[src/rtl/writeback_arbiter_if.sv]
// Writeback arbiter bus: ALU result source, load-result source and the
// register-file write port, plus FIFO occupancy.
interface writeback_arbiter_if #(
  parameter int DEPTH = 4
);
  logic                     alu_valid;
  logic [4:0]               alu_rd;
  logic [31:0]              alu_data;
  logic                     alu_stall;
  logic                     lsu_valid;
  logic [4:0]               lsu_rd;
  logic [31:0]              lsu_data;
  logic                     lsu_ready;
  logic [4:0]               A3;
  logic [31:0]              WD3;
  logic                     WE3;
  logic [$clog2(DEPTH):0]   fifo_count;

  // Driven by the producers/consumer surrounding the arbiter
  modport master (
    output alu_valid, alu_rd, alu_data, lsu_valid, lsu_rd, lsu_data,
    input  alu_stall, lsu_ready, A3, WD3, WE3, fifo_count
  );

  // Arbiter side
  modport slave (
    input  alu_valid, alu_rd, alu_data, lsu_valid, lsu_rd, lsu_data,
    output alu_stall, lsu_ready, A3, WD3, WE3, fifo_count
  );
endinterface

[src/rtl/writeback_arbiter.sv]
// Register-file writeback arbiter: merges ALU results and queued load
// results onto one registered write port. ALU has priority unless the
// load FIFO head has been starved for STARVE_MAX consecutive cycles.
module writeback_arbiter #(
  parameter int DEPTH      = 4,
  parameter int STARVE_MAX = 3
) (
  input logic               clk,
  input logic               Async_reset,
  writeback_arbiter_if.slave bus
);

  localparam int AW = (DEPTH > 1) ? $clog2(DEPTH) : 1;
  localparam int CW = AW + 1;
  localparam int SW = (STARVE_MAX > 0) ? $clog2(STARVE_MAX + 1) : 1;

  typedef enum logic [1:0] {
    SEL_NONE,
    SEL_ALU,
    SEL_FIFO
  } sel_e;

  logic [4:0]    r_mem_rd   [DEPTH];
  logic [31:0]   r_mem_data [DEPTH];
  logic [AW-1:0] r_wptr;
  logic [AW-1:0] r_rptr;
  logic [CW-1:0] r_count;
  logic [SW-1:0] r_starve;
  logic [4:0]    r_a3;
  logic [31:0]   r_wd3;
  logic          r_we3;

  logic          w_empty;
  logic          w_full;
  logic          w_force;
  logic          w_alu_req;
  logic          w_push;
  logic          w_pop;
  sel_e          w_sel;

  assign w_empty   = (r_count == '0);
  assign w_full    = (r_count == CW'(DEPTH));
  assign w_force   = (r_starve == SW'(STARVE_MAX));
  assign w_alu_req = bus.alu_valid && (bus.alu_rd != 5'd0);
  // Loads to x0 complete the handshake but are never stored
  assign w_push    = bus.lsu_valid && !w_full && (bus.lsu_rd != 5'd0);
  assign w_pop     = (w_sel == SEL_FIFO);

  assign bus.lsu_ready  = !w_full;
  assign bus.alu_stall  = w_alu_req && w_force && !w_empty;
  assign bus.fifo_count = r_count;
  assign bus.A3         = r_a3;
  assign bus.WD3        = r_wd3;
  assign bus.WE3        = r_we3;

  // Per-cycle winner: starved FIFO head, else ALU, else FIFO head
  always_comb begin
    w_sel = SEL_NONE;
    if (w_force && !w_empty) begin
      w_sel = SEL_FIFO;
    end else if (w_alu_req) begin
      w_sel = SEL_ALU;
    end else if (!w_empty) begin
      w_sel = SEL_FIFO;
    end
  end

  // FIFO storage; contents need no reset since the pointers discard them
  always_ff @(posedge clk) begin
    if (w_push) begin
      r_mem_rd[r_wptr]   <= bus.lsu_rd;
      r_mem_data[r_wptr] <= bus.lsu_data;
    end
  end

  // FIFO pointers and occupancy; pointers wrap naturally at DEPTH
  always_ff @(posedge clk or negedge Async_reset) begin
    if (!Async_reset) begin
      r_wptr  <= '0;
      r_rptr  <= '0;
      r_count <= '0;
    end else begin
      if (w_push) r_wptr <= r_wptr + 1'b1;
      if (w_pop)  r_rptr <= r_rptr + 1'b1;
      case ({w_push, w_pop})
        2'b10:   r_count <= r_count + 1'b1;
        2'b01:   r_count <= r_count - 1'b1;
        default: r_count <= r_count;
      endcase
    end
  end

  // Starvation counter: counts ALU wins over a waiting FIFO head
  always_ff @(posedge clk or negedge Async_reset) begin
    if (!Async_reset) begin
      r_starve <= '0;
    end else if (w_empty || w_pop) begin
      r_starve <= '0;
    end else if ((w_sel == SEL_ALU) && !w_force) begin
      r_starve <= r_starve + 1'b1;
    end
  end

  // Registered write port; address/data hold when nothing wins
  always_ff @(posedge clk or negedge Async_reset) begin
    if (!Async_reset) begin
      r_we3 <= 1'b0;
      r_a3  <= '0;
      r_wd3 <= '0;
    end else begin
      r_we3 <= (w_sel != SEL_NONE);
      case (w_sel)
        SEL_ALU: begin
          r_a3  <= bus.alu_rd;
          r_wd3 <= bus.alu_data;
        end
        SEL_FIFO: begin
          r_a3  <= r_mem_rd[r_rptr];
          r_wd3 <= r_mem_data[r_rptr];
        end
        default: begin
          r_a3  <= r_a3;
          r_wd3 <= r_wd3;
        end
      endcase
    end
  end

endmodule

[src/flat_wrapper.sv]
// flat-port wrapper written by rule: the top's interface ports become plain ports
module writeback_arbiter_flat 
#(
  parameter int DEPTH      = 4,
  parameter int STARVE_MAX = 3
)
  (clk, Async_reset, bus_alu_valid, bus_alu_rd, bus_alu_data, bus_lsu_valid, bus_lsu_rd, bus_lsu_data, bus_alu_stall, bus_lsu_ready, bus_A3, bus_WD3, bus_WE3, bus_fifo_count);
  writeback_arbiter_if #(.DEPTH(DEPTH)) bus_i ();
  input logic clk;
  input logic Async_reset;
  input wire logic [$bits(bus_i.alu_valid)-1:0] bus_alu_valid;
  input wire logic [$bits(bus_i.alu_rd)-1:0] bus_alu_rd;
  input wire logic [$bits(bus_i.alu_data)-1:0] bus_alu_data;
  input wire logic [$bits(bus_i.lsu_valid)-1:0] bus_lsu_valid;
  input wire logic [$bits(bus_i.lsu_rd)-1:0] bus_lsu_rd;
  input wire logic [$bits(bus_i.lsu_data)-1:0] bus_lsu_data;
  output wire logic [$bits(bus_i.alu_stall)-1:0] bus_alu_stall;
  output wire logic [$bits(bus_i.lsu_ready)-1:0] bus_lsu_ready;
  output wire logic [$bits(bus_i.A3)-1:0] bus_A3;
  output wire logic [$bits(bus_i.WD3)-1:0] bus_WD3;
  output wire logic [$bits(bus_i.WE3)-1:0] bus_WE3;
  output wire logic [$bits(bus_i.fifo_count)-1:0] bus_fifo_count;
  assign bus_i.alu_valid = bus_alu_valid;
  assign bus_i.alu_rd = bus_alu_rd;
  assign bus_i.alu_data = bus_alu_data;
  assign bus_i.lsu_valid = bus_lsu_valid;
  assign bus_i.lsu_rd = bus_lsu_rd;
  assign bus_i.lsu_data = bus_lsu_data;
  assign bus_alu_stall = bus_i.alu_stall;
  assign bus_lsu_ready = bus_i.lsu_ready;
  assign bus_A3 = bus_i.A3;
  assign bus_WD3 = bus_i.WD3;
  assign bus_WE3 = bus_i.WE3;
  assign bus_fifo_count = bus_i.fifo_count;
  writeback_arbiter #(.DEPTH(DEPTH), .STARVE_MAX(STARVE_MAX)) u_core (.clk(clk), .Async_reset(Async_reset), .bus(bus_i));
endmodule
[config.mk]
export PLATFORM = sky130hd
export DESIGN_NAME = writeback_arbiter_flat
export DESIGN_NICKNAME = d
export VERILOG_FILES = /design/src/rtl/writeback_arbiter_if.sv /design/src/rtl/writeback_arbiter.sv /design/src/flat_wrapper.sv
export SDC_FILE = /design/constraint.sdc
export NUM_CORES = 1
export LEC_CHECK = 0
export CAP_MARGIN = 15
export CORE_AREA = 2 2 129 131
export CTS_BUF_LIST = sky130_fd_sc_hd__clkbuf_2 sky130_fd_sc_hd__clkbuf_4 sky130_fd_sc_hd__clkbuf_8
export CTS_CLUSTER_DIAMETER = 40
export DETAILED_ROUTE_END_ITERATION = 10
export DIE_AREA = 0 0 131 133
export GPL_TIMING_DRIVEN = 0
export PLACE_DENSITY_LB_ADDON = 0.1
export SLEW_MARGIN = 40
export SYNTH_ARGS = -nofsm -noshare
export SYNTH_HDL_FRONTEND = slang
export SYNTH_SLANG_ARGS = --single-unit
export TNS_END_PERCENT = 1
[constraint.sdc]
create_clock -name clk -period 2.61 [get_ports clk]
set_clock_uncertainty 0.1 [all_clocks]
set_input_delay 0.522 -clock clk [delete_from_list [all_inputs] [get_ports clk]]
set_output_delay 0.522 -clock clk [all_outputs]
set_load 0.02 [all_outputs]
==> out/metrics.csv <==
stage,metric,value,unit
logic_synthesis,Synth warnings,0,
global_routing,largest net degree at the start of global routing,38,
global_routing,global route overflow,0,
power_and_ir_drop,Power Dens Cells,1050,mW/mm^2
global_routing,initial antenna violation count,0,
floorplanning,Die Wd,131,um
status,status,finished clean,
power_and_ir_drop,Peak VDD IR,0.595,mV
worst_setup_path,Critical Path Source Type,input pin,
placement,hpwl dp,10.4,mm
sta,measured slew at the worst slew-check pin,0.641,ns
placement,Inst Count DP,798,
sta,Final Cycle Share,99.6,%
logic_synthesis,Syn Nets,544,
logic_synthesis,Post-Syn Area,0.00788,mm^2
logic_synthesis,Synth Area per Inst,17.2,um^2
route,drt wl/cell,20.4,um
floorplanning,Initial Util,48.7,%
sta,Hold WS,0.276,ns
logic_synthesis,"Seq/Total Area, Yosys",71.3,%
sta,setup TNS,0,ns
worst_setup_path,Critical Path End Type,output pin,
floorplanning,die area,0.0174,mm^2
floorplanning,die height,133,um
global_routing,first-pass GRT wire length,25.5,mm
logic_synthesis,Mapped Cells,457,
route,post-DR vias/cell,5.25,
final_layout,Area growth syn-to-layout,26.2,%
clocking,latest clock arrival within the worst-skew pair,0.46,ns
clocking,cts bufs inserted,17,
sta,final setup margin,0.0112,ns
placement,Final Wtd Congestion,0.757,
sta,Setup-failing EPs final,0,
sta,Final Max Slew Viols,0,
job,max_cap viols,0,
clocking,clock buffer depth,2,
route,antenna-violating nets left,0,
placement,PortBufs,120,
clocking,"CTS clk-pin slew, worst paths",0.08,ns
global_routing,GRT Total Usage,20.2,%
sta,RSZ-0062 raised after global routing,yes,
global_routing,vias in the first global route,4664,
floorplanning,Placeable Area,0.0162,mm^2
final_layout,layout cells sized above 1,18.3,%
power_and_ir_drop,overall power,10.5,mW
worst_setup_path,Critical Path AT,1.98,ns
final_layout,n_diodes,0,
sta,Tmin final,2.60,ns
logic_synthesis,synth unique cells,28,
worst_setup_path,kind of critical path,input pin to output pin,
clocking,CTS tree,done,
worst_setup_path,data required time at the worst endpoint,1.99,ns
route,DR vias,4364,
final_layout,nets@finish,685,
clocking,Clock Sinks,195,
route,drt initial violations,327,
placement,"worst slack, placed",-1.17,ns
final_layout,Finished Layout Cells,831,
worst_setup_path,crit-path max FO,3,
clocking,H-Tree Level Count,4,
power_and_ir_drop,Leak,3.74,nW
clocking,CTS Root Cell,clkbuf_8,
sta,max-slew headroom at the worst pin,57.3,%
logic_synthesis,Seq cells post-synth,195,
sta,Peak Freq,385,MHz
route,Post-Route WL,16.9,mm
min_path,Worst Hold Class,input pin to register,
floorplanning,Ports,121,
route,Residual DRC,0,
floorplanning,# rows,47,
route,1st-pass router iterations,4,
sta,Final Hold Viols,0,
final_layout,FILL cells,1223,
[timing repair]
action,CTS,global route
setup endpoints to repair,44,37
setup buffers,2,0
hold endpoints to repair,20,0
resized for setup,45,7
pin swaps,4,1
hold buffers,1,0
[cell usage after synthesis (all sizes together)]
cell	instances	share of area (%)
or3	1	0.079
nand2	3	0.14
buf	16	1.2
nand3b	3	0.29
mux2i	77	9.8
nor2b	1	0.079
inv	8	0.38
o221ai	37	4.1
and2	4	0.38
dfrtp	47	15
xor2	3	0.33
o21ai	2	0.13
xnor2	3	0.33
o211a	2	0.35
clkbuf	10	0.49
ha	8	1.3
nand2b	39	3.1
or3b	2	0.22
mux2	38	5.5
or4	2	0.24
fa	1	0.25
nor2	2	0.095
edfxtp	148	56
[state kept, by name, summed over array words and instances, names as in the netlist]
| register | cells |
|---|---|
| u_core.bus.WD3 | 32 |
| u_core.bus.A3 | 5 |
| u_core.r_starve | 2 |
| u_core.bus.WE3 | 1 |
| u_core.r_mem_data | 128 |
| u_core.r_mem_rd | 20 |
| u_core.bus.fifo_count | 3 |
| u_core.r_rptr | 2 |
| u_core.r_wptr | 2 |
[power by group]
group          switching (mW)  internal (mW)  leakage [nW]
clock network           0.952          0.812         0.186
logic                    2.14           2.02          1.64
registers               0.308           4.23          1.91
total                    3.40           7.06          3.74
[through the flow]
step / utilization [%] / instance area [um^2]
finish: 61.5 / 9940
global route: 61.5 / 9940
floorplan: - / 7910
global placement: 58.0 / 9390
CTS: 61.3 / 9920
detailed placement: 58.2 / 9410
[critical path, cell delays in order]
cell and delay, ns:
dlygate4sd2_1 0.26, or4_4 0.57, o21ai_1 0.21, nor2_1 0.09, dlygate4sd2_1 0.33
[layout by cell type, fill, tap and decap left out, types with 7 or more instances in the layout]
cell type	n
buf_4	8
clkbuf_8	23
dfrtp_1	47
clkdlybuf4s50_1	111
mux2i_1	77
inv_1	8
edfxtp_1	148
nand2b_1	38
o221ai_1	34
mux2_2	37
clkbuf_4	7
[per-layer routing]
layer  share of wire [%]  routed length (um)  GRT usage, %  vias to the layer above
met5                   0                   0             0                        -
met4                 1.0                 176          5.44                        0
met3                 4.5                 754          5.30                       17
met2                  51                8670          34.2                      117
met1                  43                7330          25.8                     2192
li1                    -                   -             -                     2038
[final timing paths]
check                                                     start                               to  slack, ns  cells past startpoint
max                                               bus_alu_rd[2]                    bus_alu_stall       0.01                      5
min                                               bus_lsu_rd[0]  u_core.r_mem_rd[2][0]$_DFFE_PP_       0.28                      1
max reg2reg                u_core.bus.fifo_count[1]$_DFFE_PN0P_   u_core.bus.WD3[29]$_DFFE_PN0P_       0.12                     10
min reg2reg                      u_core.bus.WD3[17]$_DFFE_PN0P_   u_core.bus.WD3[17]$_DFFE_PN0P_       0.41                      1
max in group asynchronous                           Async_reset    u_core.bus.WD3[9]$_DFFE_PN0P_       1.53                      3
min in group asynchronous                           Async_reset    u_core.bus.WD3[5]$_DFFE_PN0P_       0.38                      2
[cell type report]
type | count | area, um^2 | area share [%]
Timing Repair Buffer | 124 | 1240 | 12.5
Sequential cell | 195 | 5620 | 56.5
Buffer | 24 | 238 | 2.39
Clock inverter | 9 | 63.8 | 0.642
Tap cell | 220 | 275 | 2.77
Multi-Input combinational cell | 228 | 2190 | 22.0
Clock buffer | 23 | 285 | 2.87
Inverter | 8 | 30.0 | 0.302
[logic make-up after synthesis]
group / count (synthesis) / synth area share (%)
flops: 195 / 71.3
mux: 115 / 15.3
simple gates: 57 / 4.62
compound gates: 41 / 4.59
buf+inv: 34 / 2.05
fa+ha+maj: 9 / 1.52
xor+xnor: 6 / 0.667
No activity file was read; power rests on OpenSTA's default activity.
